--- src/rtl/rr_arb_mux.sv ---
// rtl/rr_arb_mux.sv - round-robin N:1 arbitrating mux with a 1-entry output register
// Optional packet lock when RR_ARB_MUX_LOCK_EN is defined.
module rr_arb_mux #(
  parameter int nReq  = 4,
  parameter int DataW = 32,
  parameter int IdW   = $clog2(nReq)
) (
  input  logic                  clock,
  input  logic                  reset,
  input  logic [nReq-1:0]       in_valid,
  output logic [nReq-1:0]       in_ready,
  input  logic [nReq*DataW-1:0] in_data,
  input  logic [nReq-1:0]       in_last,
  output logic                  out_valid,
  input  logic                  out_ready,
  output logic [DataW-1:0]      out_data,
  output logic [IdW-1:0]        out_id,
  output logic                  out_last
);

  logic             out_valid_q, out_valid_d;
  logic [DataW-1:0] out_data_q, out_data_d;
  logic [IdW-1:0]   out_id_q, out_id_d;
  logic             out_last_q, out_last_d;
  logic [nReq-1:0]  mask_q, mask_d;
`ifdef RR_ARB_MUX_LOCK_EN
  logic             lock_q, lock_d;
  logic [IdW-1:0]   lock_id_q, lock_id_d;
`endif

  logic             slot_free;
  logic [nReq-1:0]  masked, req, pick, grant, grant_shl, mask_next;
  logic             accept;
  logic [IdW-1:0]   win_id;
  logic [DataW-1:0] win_data;
  logic             win_last;

  always_comb begin
    slot_free = ~out_valid_q | out_ready;
    masked    = in_valid & mask_q;
    req       = (|masked) ? masked : in_valid;
    // Two's-complement trick isolates the lowest set request bit.
    pick      = req & (~req + nReq'(1));
`ifdef RR_ARB_MUX_LOCK_EN
    if (lock_q) pick = in_valid & (nReq'(1) << lock_id_q);
`endif
    grant     = (slot_free && !reset) ? pick : '0;
    accept    = |(in_valid & grant);

    win_id = '0;
    for (int i = 0; i < nReq; i++) begin
      if (grant[i]) win_id = IdW'(i);
    end
    win_data = in_data[win_id*DataW +: DataW];
    win_last = in_last[win_id];

    // All bits strictly above the winner; winner at the top wraps to zero.
    grant_shl = grant << 1;
    mask_next = ~(grant_shl - nReq'(1));

    out_valid_d = out_valid_q;
    out_data_d  = out_data_q;
    out_id_d    = out_id_q;
    out_last_d  = out_last_q;
    mask_d      = mask_q;
`ifdef RR_ARB_MUX_LOCK_EN
    lock_d      = lock_q;
    lock_id_d   = lock_id_q;
`endif

    if (accept) begin
      out_valid_d = 1'b1;
      out_data_d  = win_data;
      out_id_d    = win_id;
      out_last_d  = win_last;
`ifdef RR_ARB_MUX_LOCK_EN
      if (win_last) begin
        mask_d = mask_next;
        lock_d = 1'b0;
      end else begin
        lock_d    = 1'b1;
        lock_id_d = win_id;
      end
`else
      mask_d = mask_next;
`endif
    end else if (out_ready) begin
      out_valid_d = 1'b0;
    end
  end

  always_ff @(posedge clock) begin
    if (reset) begin
      out_valid_q <= 1'b0;
      out_data_q  <= '0;
      out_id_q    <= '0;
      out_last_q  <= 1'b0;
      mask_q      <= '0;
`ifdef RR_ARB_MUX_LOCK_EN
      lock_q      <= 1'b0;
      lock_id_q   <= '0;
`endif
    end else begin
      out_valid_q <= out_valid_d;
      out_data_q  <= out_data_d;
      out_id_q    <= out_id_d;
      out_last_q  <= out_last_d;
      mask_q      <= mask_d;
`ifdef RR_ARB_MUX_LOCK_EN
      lock_q      <= lock_d;
      lock_id_q   <= lock_id_d;
`endif
    end
  end

  assign in_ready  = grant;
  assign out_valid = out_valid_q;
  assign out_data  = out_data_q;
  assign out_id    = out_id_q;
  assign out_last  = out_last_q;

endmodule

--- config.mk ---
export PLATFORM = sky130hd
export DESIGN_NAME = rr_arb_mux
export DESIGN_NICKNAME = d
export VERILOG_FILES = /design/src/rtl/rr_arb_mux.sv
export SDC_FILE = /design/constraint.sdc
export NUM_CORES = 1
export LEC_CHECK = 0
export ABC_AREA = 1
export ABC_CLOCK_PERIOD_IN_PS = 2200
export CAP_MARGIN = 20
export CORE_ASPECT_RATIO = 0.6
export CORE_MARGIN = 2
export CORE_UTILIZATION = 41
export DETAILED_ROUTE_END_ITERATION = 10
export PLACE_DENSITY = 0.88
export SKIP_CTS_REPAIR_TIMING = 1
export SYNTH_ARGS = -nofsm -noshare
export SYNTH_HDL_FRONTEND = slang
export SYNTH_SLANG_ARGS = --single-unit
--- constraint.sdc ---
create_clock -name clock -period 2.2 [get_ports clock]
set_input_delay 0.44 -clock clock [delete_from_list [all_inputs] [get_ports clock]]
set_output_delay 0.44 -clock clock [all_outputs]
set_load 0.02 [all_outputs]
==> results.yml <==
outcome:
  status: "complete, no violations"
global_routing:
  overflow: 0
  met2_usage_pct: 44.44
  grt_pass1_vias: 4074
  use_met1_pct: 27.70
  antenna_found_initial: 0
  grtUsageTotal_pct: 23.91
  grt_start_max_net_pins: 58
  grt_pass1_wl_mm: 17.69
  top_usage_layer: "met2"
  use_met3_pct: 6.515
timing:
  finalSetupViolations: 0
  skew_ps: 5.123
  hold_viol: 0
  fin_crit_ps: 2197
  period_share_pct: 99.88
  worst_pin_slew_ps: 274.8
  slew_viol_final: 0
  rsz0062_at_grt: "true"
  fmaxAchievable_mhz: 455.1
  tns_ps: 0
  relSlewSlack_pct: 81.62
critical_path:
  worstPathRequired_ps: 1760
  crit_fanout: 6
  end_kind: "output pin"
  worst-setup-path-type: "input pin to output pin"
  critPathLaunchType: "input pin"
  reg2reg_depth: 12
  r2r_start: "mask_q[2]"
  regToRegSetupSlack_ps: 290
  critPathArrivalTime_ps: 1760
  reg2reg_to: "out_data[19]"
power:
  ir_worst_vdd_mv: 0.3747
  p_leak_nw: 3.232
  power_mw: 3.463
  power_density_nw_per_um2: 581.2
synth:
  synth_area_per_cell_um2: 5.240
  synth_nets: 799
  synth.distinct_cells: 24
  synth_cells: 659
  seq_area_frac_synth_pct: 22.61
  synth_warnings: 0
  ys_seq_elements: 39
  synth_area_um2: 3453
die:
  dieArea_um2: 9197
  num_rows: 25
  dieHeight_um: 75.09
  initial_core_util_pct: 43.13
  fp.coreArea_um2: 8008
  die_x_um: 122.5
  io_pins: 179
min_path:
  hold_end: "mask_q[1]"
  hold_path.class: "flip-flop to flip-flop"
  whs_path_depth: 2
  min_from: "mask_q[1]"
route:
  drc_errors: 0
  viasPerCell: 4.688
  wl_per_cell_um: 12.93
  via_count: 4486
  first_iter_violations: 250
  drt-total-wl_mm: 12.37
  ant_nets: 0
  dr.pass1.iters: 5
run:
  maxCapViolations: 0
place:
  place.gp.congestion: 0.8426
  dp_hpwl_mm: 8.559
  io_buffers: 178
  dp.cells: 931
finish:
  drive_gt1_share_pct: 10.48
  nets: 988
  num_antenna_cells: 0
  mostFrequentLayoutCells: "nand2_1, clkdlybuf4s50_1, inv_1, nor2_1, dfxtp_1"
  area_growth_pct: 72.54
  final_cells: 957
  nFillCells: 646
clock_tree:
  clk_path_buf_depth: 2
  numCtsBuffers: 5
  tritoncts: "yes"
  cts_root_buf: "clkbuf_16"
  cts.clk_slew.worst_paths_ps: 60
  h-tree-depth: 2
  clock-sinks: 39
  clock_latency_ps: 280
[how the worst max path moves through the flow]
| stage | startpoint | to | slack [ps] |
|---|---|---|---|
| floorplan | in_valid[2] | in_ready[3] | 370 |
| global placement | in_valid[2] | out_data[20] | -370 |
| detailed placement | in_valid[1] | out_data[23] | -500 |
| CTS | in_valid[3] | in_ready[3] | -440 |
| global route | in_valid[2] | out_data[21] | -50 |
| finish | in_valid[2] | in_ready[3] | 3 |
[through the flow]
| stage | utilization [%] | setup slack, ps | cell area [um2] | hold slack [ps] |
|---|---|---|---|---|
| after floorplan | - | 369.2 | 3453 | 445.2 |
| after global placement | 67.73 | -374.2 | 5424 | 472.7 |
| after detailed placement | 67.73 | -502.5 | 5424 | 485.8 |
| after CTS | 69.73 | -436.8 | 5584 | 492.5 |
| after global routing | 74.41 | -53.51 | 5958 | 516.8 |
| final | 74.41 | 2.611 | 5958 | 493.5 |
[routing by layer]
| metal | wire length, um | part of all wire, % | vias up |
|---|---|---|---|
| met1 | 5306 | 43 | 1979 |
| met3 | 1185 | 9.6 | 11 |
| met5 | 0 | 0 | - |
| met4 | 102 | 0.82 | 0 |
| li1 | - | - | 2301 |
| met2 | 5775 | 47 | 195 |
[where the power goes]
part           switching (mW)  total (mW)  internal, mW
registers              0.0789       0.916         0.837
logic                   0.891        1.79         0.900
clock network           0.275       0.756         0.482
total                    1.24        3.46          2.22
[registers in the layout (all words and copies together) (netlist names)]
name	flops
out_last	1
out_data	32
mask_q	3
out_id	2
out_valid	1
[cells by family (layout without fill, tap and decap cells)]
kind of cell             after synthesis  count (layout)  synth area share (%)
AND/OR/NAND/NOR                      362             362                 43.15
flip-flops                            39              39                 22.61
AO/OA/AOI/OAI                         73              73                 10.62
buffers and inverters                183             373                 23.01
adder cells (fa/ha/maj)                1               1                0.3623
XOR/XNOR                               1               1                0.2537
[synth_stat cells]
| cell type | count | area share [%] |
|---|---|---|
| nand3_1 | 34 | 4.9 |
| buf_1 | 2 | 0.22 |
| nand2_2 | 6 | 1.1 |
| nand4_1 | 2 | 0.36 |
| o21ai_0 | 29 | 4.2 |
| nor2_2 | 8 | 1.4 |
| nand3_2 | 4 | 1.2 |
| buf_2 | 21 | 3.0 |
| nor2_1 | 132 | 14 |
| buf_6 | 10 | 3.3 |
| inv_1 | 137 | 15 |
| clkbuf_1 | 5 | 0.54 |
| nand2_1 | 174 | 19 |
| inv_4 | 1 | 0.18 |
| xor2_1 | 1 | 0.25 |
| dfxtp_1 | 39 | 23 |
| o21ai_1 | 5 | 0.72 |
| nand2_4 | 1 | 0.33 |
| buf_4 | 1 | 0.22 |
| ha_1 | 1 | 0.36 |
| a21oi_1 | 38 | 5.5 |
| nor2_8 | 1 | 0.58 |
| a31oi_1 | 1 | 0.18 |
| inv_2 | 6 | 0.65 |
[critical path, cell delays in order]
cell and delay [ps]:
clkdlybuf4s50_1 500, nand2_2 120, nand3_2 110, nand2_2 70, nor2_2 130, nand3_4 110
inv_1 120, buf_4 150
[area by class of cell]
| type | count | area [um2] | share of cell area (%) |
|---|---|---|---|
| Sequential cell | 39 | 780.7 | 13.10 |
| Timing Repair Buffer | 221 | 2402 | 40.32 |
| Tap cell | 108 | 135.1 | 2.268 |
| Inverter | 144 | 548.0 | 9.198 |
| Clock inverter | 1 | 7.507 | 0.1260 |
| Multi-Input combinational cell | 437 | 1932 | 32.42 |
| Clock buffer | 7 | 152.6 | 2.562 |
Note: power is estimated with default switching activity, not from simulation.
